===== config.mk =====
export PLATFORM = sky130hd
export DESIGN_NAME = mem_access_stage
export DESIGN_NICKNAME = d
export VERILOG_FILES = /design/src/rtl/mem_access_stage.sv
export SDC_FILE = /design/constraint.sdc
export NUM_CORES = 1
export LEC_CHECK = 0
export ABC_AREA = 1
export BUFFER_PORTS_ARGS = -buffer_cell sky130_fd_sc_hd__buf_2
export CAP_MARGIN = 5
export CORE_MARGIN = 2
export CORE_UTILIZATION = 28
export CTS_BUF_LIST = sky130_fd_sc_hd__clkbuf_8 sky130_fd_sc_hd__clkbuf_16
export CTS_CLUSTER_DIAMETER = 100
export CTS_CLUSTER_SIZE = 40
export DETAILED_ROUTE_END_ITERATION = 10
export PLACE_DENSITY_LB_ADDON = 0.12
export SYNTH_ARGS = -nofsm -noshare
export SYNTH_HDL_FRONTEND = slang
export SYNTH_SLANG_ARGS = --single-unit

===== constraint.sdc =====
create_clock -name clk -period 3.4 [get_ports clk]
set_input_delay 1.02 -clock clk [delete_from_list [all_inputs] [get_ports clk]]
set_output_delay 1.02 -clock clk [all_outputs]
set_load 0.02 [all_outputs]

===== src/rtl/mem_access_stage.sv =====
// Memory-access stage: latches E->M bus, aligns/extends SRAM load data, drives Writeback and Decode bypass.
// Latency 1 cycle; M_allowin = !M_valid | W_allowin, and SRAM rdata is buffered while Writeback stalls.
// Optional misaligned-load check (ale_excp) enabled by defining MEM_ALIGN_CHECK_EN.
module mem_access_stage #(
    parameter int EM_BUS_WID = 74,
    parameter int MW_BUS_WID = 70,
    parameter int MD_FOR_WID = 37
) (
    input  logic                  clk,
    input  logic                  rstn,
    input  logic                  W_allowin,
    output logic                  M_allowin,
    input  logic                  EM_valid,
    input  logic [EM_BUS_WID-1:0] EM_BUS,
    input  logic [31:0]           data_sram_rdata,
    output logic                  MW_valid,
    output logic [MW_BUS_WID-1:0] MW_BUS,
    output logic [MD_FOR_WID-1:0] MD_for_BUS,
    output logic                  ale_excp
);

    localparam logic [0:0] BUF_EMPTY = 1'b0;
    localparam logic [0:0] BUF_HELD  = 1'b1;

    logic                  m_valid_q, m_valid_d;
    logic [EM_BUS_WID-1:0] em_bus_q, em_bus_d;
    logic [31:0]           rdata_buf_q, rdata_buf_d;
    logic [0:0]            buf_state_q, buf_state_d;

    logic        m_allowin;
    logic [31:0] pc;
    logic [31:0] alu_result;
    logic        gr_we;
    logic [4:0]  dest;
    logic [3:0]  res_from_mem;
    logic        is_load;
    logic        is_unsigned;
    logic [1:0]  ld_size;

    logic [31:0] ld_word;
    logic [31:0] ld_shift;
    logic [7:0]  ld_byte;
    logic [15:0] ld_half;
    logic [31:0] ld_ext;
    logic [31:0] final_result;
    logic        ale;
    logic        wb_we;

    assign pc           = em_bus_q[73:42];
    assign alu_result   = em_bus_q[41:10];
    assign gr_we        = em_bus_q[9];
    assign dest         = em_bus_q[8:4];
    assign res_from_mem = em_bus_q[3:0];
    assign is_load      = res_from_mem[0];
    assign ld_size      = res_from_mem[2:1];
    assign is_unsigned  = res_from_mem[3];

    always_comb begin
        m_allowin = !m_valid_q | W_allowin;
        m_valid_d = m_allowin ? EM_valid : m_valid_q;
        em_bus_d  = (EM_valid & m_allowin) ? EM_BUS : em_bus_q;
    end

    // The buffer only fills on the first stalled cycle of a load and is frozen until Writeback drains it.
    always_comb begin
        buf_state_d = buf_state_q;
        rdata_buf_d = rdata_buf_q;
        case (buf_state_q)
            BUF_EMPTY: begin
                if (m_valid_q & is_load & !W_allowin) begin
                    buf_state_d = BUF_HELD;
                    rdata_buf_d = data_sram_rdata;
                end
            end
            BUF_HELD: begin
                if (W_allowin) begin
                    buf_state_d = BUF_EMPTY;
                end
            end
            default: buf_state_d = BUF_EMPTY;
        endcase
    end

    always_ff @(posedge clk) begin
        if (!rstn) begin
            m_valid_q   <= 1'b0;
            em_bus_q    <= '0;
            rdata_buf_q <= '0;
            buf_state_q <= BUF_EMPTY;
        end else begin
            m_valid_q   <= m_valid_d;
            em_bus_q    <= em_bus_d;
            rdata_buf_q <= rdata_buf_d;
            buf_state_q <= buf_state_d;
        end
    end

    always_comb begin
        ld_word  = (buf_state_q == BUF_HELD) ? rdata_buf_q : data_sram_rdata;
        ld_shift = ld_word >> {alu_result[1:0], 3'b000};
        ld_byte  = ld_shift[7:0];
        ld_half  = alu_result[1] ? ld_word[31:16] : ld_word[15:0];
        case (ld_size)
            2'b00:   ld_ext = {{24{!is_unsigned & ld_byte[7]}}, ld_byte};
            2'b01:   ld_ext = {{16{!is_unsigned & ld_half[15]}}, ld_half};
            default: ld_ext = ld_word;
        endcase
        final_result = is_load ? ld_ext : alu_result;
    end

`ifdef MEM_ALIGN_CHECK_EN
    logic misaligned;
    assign misaligned = ((ld_size == 2'b01) & alu_result[0])
                      | (ld_size[1] & (alu_result[1:0] != 2'b00));
    assign ale = m_valid_q & is_load & misaligned;
`else
    assign ale = 1'b0;
`endif

    // A faulting load must not retire a register write nor feed the bypass.
    assign wb_we = gr_we & !ale;

    assign M_allowin  = m_allowin;
    assign MW_valid   = m_valid_q;
    assign MW_BUS     = {pc, final_result, wb_we, dest};
    assign MD_for_BUS = {dest & {5{m_valid_q & wb_we}}, final_result};
    assign ale_excp   = ale;

endmodule

==> out/qor.yml, run 1 <==
floorplanning:
  rows: 54
  fp.dieH_um: 153
  die_area_mm2: 0.0234
  core_mm2: 0.0218
  initial_core_util_pct: 28.5
  dieWidth_um: 153
  pin_count: 220
global_route:
  grt_max_degree: 86
  grt_pass1_wl_mm: 31.6
  grtUsageTotal_pct: 16.9
  grt_pass1_vias: 5598
  overflow: 0
  grt_antenna_before_repair: 4
synth:
  yosysMostFrequentCell: "nand2_1"
  synth_area_mm2: 0.00621
  syn_area_per_cell_um2: 6.49
  ys_seq_area_share_pct: 34.8
  syn_inst: 957
  yosysWarnings: 0
  synth_seq_cells: 108
  yosysTopAreaCell: "dfxtp_1"
  synth_edf_count: 0
  synthArstFlopShare_pct: 0
  netlist_top_cells_count: "nand2_1, nor2_1, o21ai_0"
  yosysTopAreaCellShare_pct: 34.8
  syn-num-nets: 1067
  synth-main-ff-cell: "dfxtp_1"
  synth_cell_types: 30
  yosys-top-cells-area: "dfxtp_1, nand2_1, o21ai_0, nor2_1, buf_4"
pwr:
  power_density_mw_per_mm2: 471
  p_sw_mw: 1.20
  clockPowerShare_pct: 32.9
  cellLeakagePower_nw: 3.76
  swShare_pct: 34.8
  p_int_mw: 2.25
  p_comb_share_pct: 27.0
  seq_power_share_pct: 40.1
  irDropWorstVdd_mv: 0.247
  finalPower_mw: 3.45
clock_network:
  numCtsBuffers: 9
  clkSinkCount: 108
  cts.clk_slew.worst_paths_ps: 70
  clk_latency_ps: 360
  cts_root_buffer: "clkbuf_16"
  post_cts_buffers: 0
  cts_tree: "built"
  htreeDepth: 3
  cts_buffer_depth: 2
setup_path:
  endpoint_kind: "output port"
  worst-path-stages: 10
  crit_path_max_incr_delay_ps: 250
  critPathArrivalTime_ps: 2230
  critPathBufInv: 2
  crit_slowest_cell: "nand3_2"
  cp_cell_sequence: "buf_2, nand2_1, nand3_1, nand3_1, nand2_2, nand3_2, nand2_1, nand2_1, nand2_1, buf_2"
  r2r_start: "em_bus_q[0]"
  cp_common_cell: "nand2_1"
  r2r_cells: 5
  critPathRequiredTime_ps: 2380
  reg2reg_to: "rdata_buf_q[24]"
  critPathLaunchType: "input pin"
  critPathKind: "in2out"
  r2r_slack_ps: 1210
  cp_max_fo: 12
  path_delay_family: "simple AND/OR/NAND/NOR gates"
layout:
  drive_gt1_share_pct: 27.9
  area_growth_pct: 17.9
  utilization_pct: 33.5
  layout.nets: 1188
timing:
  timing.fmax_mhz: 308
  clock_skew_ps: 10.7
  drv_slew: 0
  whs_ps: 446
  worstMarginPinSlew_ps: 821
  setup_viol: 0
  fin_crit_sh_pct: 95.5
  hold_viol: 0
  relSlewSlack_pct: 45.2
  finalCriticalPeriod_ps: 3250
routing:
  vias: 6059
  wl_per_cell_um: 14.8
  drc_errors: 0
  dr.pass1.iters: 5
  viasPerCell: 4.44
  ant_nets: 0
  detail_route.iter0.violations: 341
  finalWirelength_mm: 20.2
min_path:
  min_to: "rdata_buf_q[2]"
  min-delay-start: "rdata_buf_q[2]"
  hp-class: "reg2reg"
  whs_path_depth: 2
place:
  gp_congestion: 0.816
  hpwlAfterDp_mm: 14.6
  io_buffers: 218
outcome:
  status: "finished clean"
run:
  max-cap-violations: 0
==> placed cells by master (no fill, tap or decap), drive strengths merged <==
cell	synthesis	routed
conb	1	1
nor2	154	154
a21oi	69	69
a31oi	1	1
dfxtp	108	108
inv	86	89
bufinv	0	1
clkinv	0	2
nand3	41	42
diode	0	1
clkbuf	30	9
mux2i	1	1
or2	16	16
nand2	203	203
nand4	1	1
clkinvlp	0	1
buf	102	241
o21ai	137	137
o211ai	5	5
and2	2	2
==> cell families (layout without fill, tap and decap cells) <==
family | after synthesis | in the layout | share of synthesized area, %
buf+inv | 218 | 343 | 19.3
mux | 1 | 1 | 0.161
flops | 108 | 108 | 34.8
simple gates | 417 | 418 | 27.8
compound gates | 212 | 212 | 17.8
other cells | 1 | 2 | 0.0604
==> worst max path at each step <==
stage	start	to
final	data_sram_rdata[23]	MW_BUS[19]
after global routing	buf_state_q	MD_for_BUS[16]
after floorplan	data_sram_rdata[31]	MW_BUS[35]
after detailed placement	data_sram_rdata[23]	MD_for_BUS[11]
after global placement	data_sram_rdata[23]	MD_for_BUS[11]
after CTS	buf_state_q	MD_for_BUS[11]
==> repair_timing <==
action                                  in CTS  in global routing
resized for setup                            0                  6
hold buffers                                 0                  0
endpoints found under the setup margin       0                 53
==> per-stage QoR <==
stage          std cells  TNS [ps]  cell area [um2]  setup slack (ps)
2_1_floorplan        957         0             6210               318
3_3_place_gp        1346         0             6970               127
3_5_place_dp        1346         0             6970               132
4_1_cts             1362         0             7290              60.0
5_1_grt             1363      -117             7320             -24.3
6_report            1364         0             7320               154
==> registers in the layout, summed over array words and instances (netlist names) <==
name         count
em_bus_q        74
buf_state_q      1
MW_valid         1
rdata_buf_q     32
==> layer usage <==
layer	vias to the layer above	global-route usage, %	part of all wire, %
li1	3179	-	-
met1	2685	23.6	48
met2	173	26.5	44
met3	16	4.31	6.5
met4	6	3.70	0.91
met5	-	0	0.16
==> power by group through the flow <==
stage,clock [mW],sequential (mW),combinational [mW]
4_1_cts,1.18,1.38,0.936
6_report,1.14,1.38,0.932
5_1_grt,1.23,1.39,1.03
3_3_place_gp,0,1.41,0.937
3_5_place_dp,0,1.41,0.933
2_1_floorplan,0,1.40,0.721
==> tightest hold or removal path, stage by stage (launching register included) <==
cell,delay [ps]
dfxtp_1,310
inv_1,40
a21oi_1,50
==> cell type report <==
class	count	area, um2
Fill cell	2448	14500
Multi-Input combinational cell	632	2860
Sequential cell	108	2160
Timing Repair Buffer	241	1300
Tap cell	280	350
Inverter	86	325
Clock buffer	9	225
Clock inverter	7	91.3
Antenna cell	1	2.50
(Power assumes the default switching activity.)
==> inputs of run 2 (changes only) <==
--- a/config.mk
+++ b/config.mk
@@ -5,8 +5,7 @@
 export SDC_FILE = /design/constraint.sdc
 export NUM_CORES = 1
 export LEC_CHECK = 0
-export ABC_AREA = 1
-export BUFFER_PORTS_ARGS = -buffer_cell sky130_fd_sc_hd__buf_2
+export BUFFER_PORTS_ARGS = -buffer_cell sky130_fd_sc_hd__buf_4
 export CAP_MARGIN = 5
 export CORE_MARGIN = 2
 export CORE_UTILIZATION = 28
==> run 2 against run 1 <==
Register-to-register slack improved by 50 ps. Critical path depth decreased by 4. Sequential share of layout area decreased by 2.4 points. Non-clock buffer count increased by 17. Sequential cell count unchanged. Global-route usage decreased by 0.10 points. Clock skew decreased by 3.6 ps. Sequential power about the same. Maximum frequency decreased by 4.2%. Count of clock-buffer cells in the layout increased by 2. Die area decreased by 5.0%. Synthesized cell count decreased by 24%.
==> out/qor.yml, run 2 <==
outcome:
  status: "finished clean"
setup_path:
  crit_slowest_cell: "mux4_2"
  cp_cell_sequence: "buf_8, mux4_2, mux2i_1, or3_4, o221ai_1, buf_4"
  endpoint_kind: "output port"
  critPathArrivalTime_ps: 2370  # +140 ps
  critPathBufInv: 2  # unchanged
  r2r_cells: 4  # -1
  crit_path_max_incr_delay_ps: 480  # +230 ps
  critPathRequiredTime_ps: 2380  # about the same
  cp_max_fo: 3  # -9
  critPathKind: "in2out"
  path_delay_family: "multiplexers"
  worst-path-stages: 6  # -4
  critPathLaunchType: "input pin"
layout:
  drive_gt1_share_pct: 36.1  # +8.2 points
  instances_no_fill: 1153  # -15%
  final_common_cell: "buf_4"
  reg_top3: "em_bus_q: 74 flops, rdata_buf_q: 32 flops"
  n_fill_cell: 2213  # -9.6%
  antennaDiodeCount: 0  # -1
  top_register: "em_bus_q"
  area_growth_pct: 35.6
  layout_common_cells: "buf_4, nand2_1, dfxtp_1, a21boi_0, mux2i_1"
  layout.nets: 983  # -17%
  largest_reg_flops: 74  # unchanged
  stdcell_area_mm2: 0.00799  # +9.2%
synth:
  netlist_top_cells_count: "nand2_1, dfxtp_1, a21boi_0"
  yosysTopAreaCell: "dfxtp_1"
  syn_area_per_cell_um2: 8.06  # +24%
  synth_area_mm2: 0.00589  # -5.1%
  yosysTopAreaCellShare_pct: 36.7  # +1.9 points
  yosys-top-cells-area: "dfxtp_1, nand2_1, a21boi_0, buf_4, mux2i_1"
  syn_inst: 731  # -24%
  synth_seq_cells: 108  # unchanged
  ys_seq_area_share_pct: 36.7  # +1.9 points
  synthArstFlopShare_pct: 0  # unchanged
  yosysWarnings: 0  # unchanged
  yosysMostFrequentCell: "nand2_1"
  syn-num-nets: 841  # -21%
  synth_cell_types: 37  # +23%
  synth-main-ff-cell: "dfxtp_1"
  synth_edf_count: 0  # unchanged
timing:
  clock_skew_ps: 7.16  # -3.58 ps
  hold_viol: 0  # unchanged
  fin_crit_sh_pct: 99.7  # +4.2 points
  finalCriticalPeriod_ps: 3390  # +143 ps
  setup_viol: 0  # unchanged
  relSlewSlack_pct: 49.4  # +4.3 points
  whs_ps: 455  # +9.29 ps
  tns_ps: 0  # unchanged
  rsz0062_at_grt: "true"
  worstMarginPinSlew_ps: 759  # -61.9 ps
  timing.fmax_mhz: 295  # -4.2%
  drv_slew: 0  # unchanged
clock_network:
  clkSinkCount: 108  # unchanged
  clk_latency_ps: 360  # about the same
  numCtsBuffers: 9  # unchanged
  cts_buffer_depth: 2  # unchanged
  cts_tree: "built"
  cts.clk_slew.worst_paths_ps: 70  # about the same
  htreeDepth: 3  # unchanged
  cts_root_buffer: "clkbuf_16"
routing:
  dr.pass1.iters: 4  # -1
  ant_nets: 0  # unchanged
  vias: 5297  # -13%
  drc_errors: 0  # unchanged
  viasPerCell: 4.59  # +3.4%
  wl_per_cell_um: 16.5  # +12%
  detail_route.iter0.violations: 222  # -35%
  finalWirelength_mm: 19.0  # -5.6%
pwr:
  cellLeakagePower_nw: 3.26  # -13%
  swShare_pct: 28.5  # -6.3 points
  power_density_mw_per_mm2: 431  # -8.5%
  seq_power_share_pct: 39.5  # -0.6 points
  p_sw_mw: 0.983  # -18%
  p_int_mw: 2.46  # +9.6%
  p_comb_share_pct: 23.6  # -3.4 points
  clockPowerShare_pct: 36.9  # +4.0 points
  irDropWorstVdd_mv: 0.246  # -0.10%
global_route:
  grt_pass1_wl_mm: 28.5  # -9.7%
  overflow: 0  # unchanged
  grtUsageTotal_pct: 16.8  # -0.10 points
  grt_antenna_before_repair: 0  # -4
  grt_pass1_vias: 5101  # -8.9%
  grt_max_degree: 75  # -13%
run:
  max-cap-violations: 0  # unchanged
min_path:
  whs_path_depth: 2  # unchanged
  hp-class: "reg2reg"
floorplanning:
  rows: 53  # -1.9%
  dieWidth_um: 149  # -2.5%
  core_mm2: 0.0208  # -4.6%
  die_area_mm2: 0.0222  # -5.0%
  initial_core_util_pct: 28.3  # -0.15 points
  fp.dieH_um: 149  # -2.5%
  pin_count: 220  # unchanged
place:
  place_area_mm2: 0.00746  # +7.0%
  io_buffers: 218  # unchanged
  gp_congestion: 0.805  # -1.3%
  dp.cells: 1136  # -16%
  hpwlAfterDp_mm: 14.0  # -4.3%
## run 2: area by class of cell
| cell class | count | area, um2 | share of cell area [%] |
|---|---|---|---|
| clock buffers | 11 | 253 | 3.16 |
| clock inverters | 5 | 106 | 1.33 |
| inverters | 17 | 63.8 | 0.798 |
| multi-input cells | 479 | 3020 | 37.7 |
| flip-flops and latches | 108 | 2170 | 27.1 |
| well taps | 275 | 344 | 4.30 |
| repair buffers | 258 | 2040 | 25.6 |
## run 2: power groups by stage
stage                     clock (mW)  sequential [mW]  combinational (mW)
after floorplan                    0             1.37               0.500
after global placement             0             1.39               0.801
after detailed placement           0             1.39               0.801
after CTS                       1.32             1.36               0.806
after global routing            1.37             1.37               0.880
final                           1.27             1.36               0.813
## run 2: cells by family after synthesis
family | count (synthesis) | share of synthesized area, %
and+or+nand+nor | 264 | 18.2
AOI/OAI and AO/OA | 171 | 22.8
buffers and inverters | 144 | 14.3
DFF | 108 | 36.7
muxes | 43 | 7.88
other | 1 | 0.0636
## run 2: path summary, 6_finish.rpt
| check | startpoint | end | slack (ps) |
|---|---|---|---|
| min | rdata_buf_q[1] | rdata_buf_q[1] | 450 |
| max | data_sram_rdata[31] | MW_BUS[37] | 10 |
| min reg2reg | rdata_buf_q[1] | rdata_buf_q[1] | 450 |
| max reg2reg | em_bus_q[0] | rdata_buf_q[18] | 1260 |
## run 2: metal layers
metal	global-route usage [%]	vias to the layer above	wire length, um
met1	21.0	2464	8200
met4	4.33	0	342
met3	5.87	14	1410
li1	-	2675	-
met2	27.8	144	9070
met5	0	-	0
## run 2: repair_timing
item,4_1_cts,5_1_grt
hold endpoints to repair,0,0
setup buffers,0,1
pin swaps,0,2
resized for setup,5,28
endpoints found under the setup margin,34,54
hold buffers,0,0
## run 2: metrics by stage
stage / utilization [%] / setup slack (ps) / power (mW)
floorplan: - / 29.7 / 1.87
global placement: 35.8 / -95.9 / 2.19
detailed placement: 35.8 / -83.8 / 2.19
CTS: 37.7 / -31.3 / 3.49
global route: 38.4 / -32.3 / 3.62
finish: 38.4 / 11.4 / 3.45
## run 2: worst min-delay path: stages, from the launching register on
cell      delay, ps
dfxtp_1         310
nand2_1          50
a21boi_1         50
